### src/rtl/cordic_gain_comp.sv
// cordic_gain_comp: removes the CORDIC rotator gain from x/y by multiplying
// both by K_INV/2^FRAC_BITS (~0.607253) with a bit-serial shift-add loop,
// one coefficient bit per cycle, x and y in parallel. z rides alongside and
// is presented together with the scaled x/y. Valid/ready on both sides.
//
// Optional build macro: CORDIC_GAIN_COMP_BYPASS_EN
//   Adds a 'bypass' input sampled with the operands; a bypassed sample skips
//   the multiply loop and is presented unscaled one cycle after acceptance.
module cordic_gain_comp #(
   parameter int POINT_WIDTH = 16,
   parameter int ANGLE_WIDTH = 16,
   parameter int FRAC_BITS   = 15,
   parameter int K_INV       = 19898
) (
   input  logic                   clk,
   input  logic                   rst,
`ifdef CORDIC_GAIN_COMP_BYPASS_EN
   input  logic                   bypass,
`endif
   input  logic                   in_valid,
   output logic                   in_ready,
   input  logic [POINT_WIDTH-1:0] x_in,
   input  logic [POINT_WIDTH-1:0] y_in,
   input  logic [ANGLE_WIDTH-1:0] z_in,
   output logic                   out_valid,
   input  logic                   out_ready,
   output logic [POINT_WIDTH-1:0] x_out,
   output logic [POINT_WIDTH-1:0] y_out,
   output logic [ANGLE_WIDTH-1:0] z_out
);

   // Accumulator holds operand * coefficient at full precision. Because the
   // coefficient is below 1.0 the product magnitude never exceeds the operand
   // range shifted by FRAC_BITS, so one guard bit is enough.
   localparam int AW = POINT_WIDTH + FRAC_BITS + 1;
   localparam int CW = $clog2(FRAC_BITS + 1);

   localparam logic [FRAC_BITS:0]    KCOEF = (FRAC_BITS + 1)'(K_INV);
   localparam logic [CW-1:0]         LAST  = CW'(FRAC_BITS);
   localparam logic signed [AW-1:0]  HALF  = AW'(1 << (FRAC_BITS - 1));

   typedef enum logic [1:0] {
      IDLE = 2'd0,
      MULT = 2'd1,
      HOLD = 2'd2
   } state_t;

   state_t                  state_q;
   logic                    in_ready_q;
   logic                    out_valid_q;
   logic                    bypass_q;
   logic [CW-1:0]           cnt_q;
   logic signed [AW-1:0]    op_x_q;
   logic signed [AW-1:0]    op_y_q;
   logic signed [AW-1:0]    acc_x_q;
   logic signed [AW-1:0]    acc_y_q;
   logic [ANGLE_WIDTH-1:0]  z_q;
   logic [POINT_WIDTH-1:0]  x_out_q;
   logic [POINT_WIDTH-1:0]  y_out_q;
   logic [ANGLE_WIDTH-1:0]  z_out_q;

   logic signed [AW-1:0]    term_x_d;
   logic signed [AW-1:0]    term_y_d;
   logic signed [AW-1:0]    acc_x_d;
   logic signed [AW-1:0]    acc_y_d;
   logic                    byp_w;

`ifdef CORDIC_GAIN_COMP_BYPASS_EN
   assign byp_w = bypass;
`else
   assign byp_w = 1'b0;
`endif

   // Sign-extend a sample to accumulator width.
   function automatic logic signed [AW-1:0] sext(input logic [POINT_WIDTH-1:0] v);
      return AW'($signed(v));
   endfunction

   // Round half up, then drop the fractional bits; the result always fits.
   function automatic logic [POINT_WIDTH-1:0] round_q(input logic signed [AW-1:0] acc);
      logic signed [AW-1:0] biased;
      logic signed [AW-1:0] shifted;
      biased  = acc + HALF;
      shifted = biased >>> FRAC_BITS;
      return shifted[POINT_WIDTH-1:0];
   endfunction

   // Partial product for the current coefficient bit and the running sums.
   always_comb begin
      term_x_d = '0;
      term_y_d = '0;
      if (KCOEF[cnt_q]) begin
         term_x_d = op_x_q <<< cnt_q;
         term_y_d = op_y_q <<< cnt_q;
      end
      acc_x_d = acc_x_q + term_x_d;
      acc_y_d = acc_y_q + term_y_d;
   end

   // Control FSM with operand capture, shift-add loop and output registers.
   always_ff @(posedge clk) begin
      if (rst) begin
         state_q     <= IDLE;
         in_ready_q  <= 1'b1;
         out_valid_q <= 1'b0;
         bypass_q    <= 1'b0;
         cnt_q       <= '0;
         op_x_q      <= '0;
         op_y_q      <= '0;
         acc_x_q     <= '0;
         acc_y_q     <= '0;
         z_q         <= '0;
         x_out_q     <= '0;
         y_out_q     <= '0;
         z_out_q     <= '0;
      end else begin
         case (state_q)
            IDLE: begin
               if (in_valid && in_ready_q) begin
                  op_x_q     <= sext(x_in);
                  op_y_q     <= sext(y_in);
                  z_q        <= z_in;
                  bypass_q   <= byp_w;
                  acc_x_q    <= '0;
                  acc_y_q    <= '0;
                  cnt_q      <= '0;
                  in_ready_q <= 1'b0;
                  state_q    <= MULT;
               end
            end
            MULT: begin
               if (bypass_q) begin
                  // Unscaled sample goes straight to the output registers.
                  x_out_q     <= op_x_q[POINT_WIDTH-1:0];
                  y_out_q     <= op_y_q[POINT_WIDTH-1:0];
                  z_out_q     <= z_q;
                  out_valid_q <= 1'b1;
                  state_q     <= HOLD;
               end else begin
                  acc_x_q <= acc_x_d;
                  acc_y_q <= acc_y_d;
                  cnt_q   <= cnt_q + CW'(1);
                  if (cnt_q == LAST) begin
                     // Final bit: publish rounded x/y and z on the same edge.
                     x_out_q     <= round_q(acc_x_d);
                     y_out_q     <= round_q(acc_y_d);
                     z_out_q     <= z_q;
                     out_valid_q <= 1'b1;
                     state_q     <= HOLD;
                  end
               end
            end
            HOLD: begin
               // Outputs stay frozen until the consumer takes them; the next
               // sample is only accepted from the following cycle.
               if (out_ready) begin
                  out_valid_q <= 1'b0;
                  in_ready_q  <= 1'b1;
                  state_q     <= IDLE;
               end
            end
            default: begin
               state_q     <= IDLE;
               in_ready_q  <= 1'b1;
               out_valid_q <= 1'b0;
            end
         endcase
      end
   end

   assign in_ready  = in_ready_q;
   assign out_valid = out_valid_q;
   assign x_out     = x_out_q;
   assign y_out     = y_out_q;
   assign z_out     = z_out_q;

endmodule

### config.mk
export PLATFORM = sky130hd
export DESIGN_NAME = cordic_gain_comp
export DESIGN_NICKNAME = d
export VERILOG_FILES = /design/src/rtl/cordic_gain_comp.sv
export SDC_FILE = /design/constraint.sdc
export NUM_CORES = 1
export LEC_CHECK = 0
export CAP_MARGIN = 20
export CORE_MARGIN = 2
export CORE_UTILIZATION = 40
export CTS_CLUSTER_DIAMETER = 50
export DETAILED_ROUTE_END_ITERATION = 12
export SLEW_MARGIN = 30
export SYNTH_ARGS = -nofsm -noshare
export SYNTH_HDL_FRONTEND = slang
export SYNTH_SLANG_ARGS = --single-unit
export TNS_END_PERCENT = 100
### constraint.sdc
create_clock -name clk -period 11.04 [get_ports clk]
set_clock_uncertainty 0.2 [all_clocks]
set_input_delay 2.208 -clock clk [delete_from_list [all_inputs] [get_ports clk]]
set_output_delay 2.208 -clock clk [all_outputs]
set_load 0.05 [all_outputs]
==> reports/qor.csv <==
metric,value,unit
outcome,completed,
Area Growth Syn to Fin,14.5,%
post-CTS sizing,0,
Static Leakage,4.84,nW
ranking of synthesized cells by area,"dfxtp_1 28%, a21oi_1 8.6%, nand2_1 8.2%",
CTS max path bufs,2,
cells after synthesis,1629,
Synth Flop Type,dfxtp_1,
post-place setup slack,5.08,ns
Final Cell Area,0.0138,mm^2
WL/cell,17.4,um
via/cell ratio,5.74,
crit end category,flip-flop,
RSZ-0062 raised after global routing,no,
Sum Neg Setup Slack,0,ns
setup violators final,0,
Reg area,0.00335,mm^2
Crit path required time,11.17,ns
worst hold path type,flip-flop to flip-flop,
"CTS clk-pin slew, worst paths",0.08,ns
Synth area leader,dfxtp_1,
hold worst-path end,z_out[9],
die area,0.0316,mm^2
worst setup margin,5.18,ns
type of origin of the critical path,flip-flop,
"Seq/Total Area, Yosys",27.7,%
Yosys reg bits,167,
cts bufs inserted,17,
Crit Path Class,flip-flop to flip-flop,
placed cell count,2018,
Tmin final,5.86,ns
Pre-antenna DRT Iters,7,
Tcrit/Tclk final,53.1,%
nets@finish,1764,
Port-buffer cells,101,
initial DRC count,920,
"EDFF count, synth",0,
top-count cell post-synth,nand2_1,
Post-CTS Setup Repair Bufs,0,
layout cells sized above 1,6.02,%
YS warnings,0,
starting density of the core,40.7,%
post-synth top area share,27.7,%
CP arrival,5.99,ns
met2 Resource Use GR,33.6,%
syn_nets,1746,
final slew viol count,0,
final wirelength,35.7,mm
Post-DRT Antenna Nets,0,
reg2reg end,y_out[15],
Mapped Area,0.0121,mm^2
synth unique cells,85,
MaxCap Viol Count,0,
DRC violations left,0,
CP max FO,17,
Least-Margin Pin Slew,0.914,ns
RD Place Congestion,0.918,
via count,11800,
initial antenna violation count,0,
met3 global-route usage,2.85,%
vias in the first global route,10400,
Slew Limit Headroom,39.0,%
Worst Hold Path Cells,2,
peak supply drop,94.4,uV
Design Power,1.41,mW
"Clk Latency, worst-skew pair",0.44,ns
multi-input logic area,0.00824,mm^2
die width,178,um
n_diodes,0,
Die Ht,178,um
Fillers,3059,
H-tree levels,4,
Post-CTS Hold Fix Bufs,0,
GRT busiest layer,met1,
Core Rows,63,
utilization after layout,46.6,%
fin cells,2050,
Async SR Flop Fraction,0,%
Hold Slack,0.242,ns
dpl hpwl,25.9,mm
Mapped Avg Cell Area,7.41,um^2
FF-to-FF setup slack,5.18,ns
min-delay src,z_q[9],
TritonCTS clock tree,built,
Root Buffer,clkbuf_16,
fmax,171,MHz
grt met1 use,33.9,%
largest net degree at the start of global routing,90,
placed cell area,0.0132,mm^2
total grt overflow,0,
pwr dens,102,mW/mm^2
most common library cells after synthesis,"265 x nand2_1, 207 x a21oi_1, 167 x dfxtp_1, 154 x nor2_1, 86 x clkbuf_1",
core area,0.0296,mm^2
final hold violation count,0,
clock sinks,167,
I/O pins,102,
first-pass GRT wire length,56.9,mm
Reg-to-Reg Start,cnt_q[3],
GRT Util Overall,22.6,%
reg2reg path depth,16,
## layout make-up
cell class	instances	share of cell area, %
well taps	390	3.53
clock inverters	15	1.11
repair buffers	109	7.76
flip-flops and latches	167	24.3
inverters	25	0.679
clock buffers	17	3.08
multi-input cells	1327	59.6
## worst max-delay path: stages, from the launching register on
cell	delay, ns
dfxtp_1	0.31
inv_1	0.30
nand2_1	0.48
or3_1	0.53
nor2_1	0.13
ha_1	0.20
inv_1	0.06
fa_1	0.39
nand2b_1	0.20
a21oi_1	0.47
o21ai_0	0.41
a31oi_1	0.29
nor3_1	0.08
xnor2_1	0.41
nand4_1	0.40
or4b_1	0.62
a32o_1	0.27
## placed cells by master, fill, tap and decap left out, types with 8 or more instances in the layout
cell type / n
nor2_1: 152
dfxtp_1: 164
o211ai_1: 13
clkbuf_16: 17
and2_1: 12
and3_1: 9
nor2b_1: 16
mux2_2: 10
a21oi_1: 207
nand4_1: 20
nand2_1: 265
a22oi_1: 11
clkdlybuf4s50_1: 100
a31oi_1: 17
xor2_1: 23
buf_4: 8
a21o_1: 13
ha_1: 63
nand3_1: 83
a211oi_1: 41
nand2b_1: 14
or3_1: 14
nor3_1: 25
xnor2_1: 31
mux2i_1: 62
and4_1: 9
nor4_1: 10
o21ai_0: 64
inv_1: 25
## worst max-delay path by stage
stage / startpoint / to / slack, ns
after detailed placement: cnt_q[0] / y_out[15] / 5.08
after floorplan: cnt_q[0] / x_out[10] / 5.77
after global routing: cnt_q[3] / y_out[15] / 4.82
after global placement: cnt_q[1] / y_out[15] / 5.17
after CTS: cnt_q[0] / y_out[15] / 5.06
final: cnt_q[3] / y_out[15] / 5.18
## layer usage
layer / vias up / part of all wire (%)
li1: 5929 / -
met5: - / 0
met4: 0 / 1.8
met3: 49 / 5.2
met1: 5459 / 51
met2: 333 / 42
## registers in the layout (all words and copies together), names as in the netlist, named ones only
signal     cells
acc_x_q       31
acc_y_q       31
op_x_q        16
op_y_q        16
x_out         16
y_out         16
z_out         16
z_q           16
cnt_q          4
state_q        2
in_ready       1
out_valid      1
## cell families after synthesis
| group | Yosys count | synth area share, % |
|---|---|---|
| AO/OA/AOI/OAI | 455 | 23.5 |
| XOR/XNOR | 58 | 4.46 |
| adder cells (fa/ha/maj) | 66 | 6.95 |
| buffers and inverters | 135 | 4.35 |
| flip-flops | 167 | 27.7 |
| multiplexers | 79 | 7.29 |
| AND/OR/NAND/NOR | 669 | 25.7 |
## power by group
group / switching, mW / internal (mW) / leakage, nW
sequential: 0.0207 / 0.616 / 1.35
combinational: 0.108 / 0.0620 / 3.20
clock: 0.298 / 0.302 / 0.283
No activity file was read; power rests on OpenSTA's default activity.
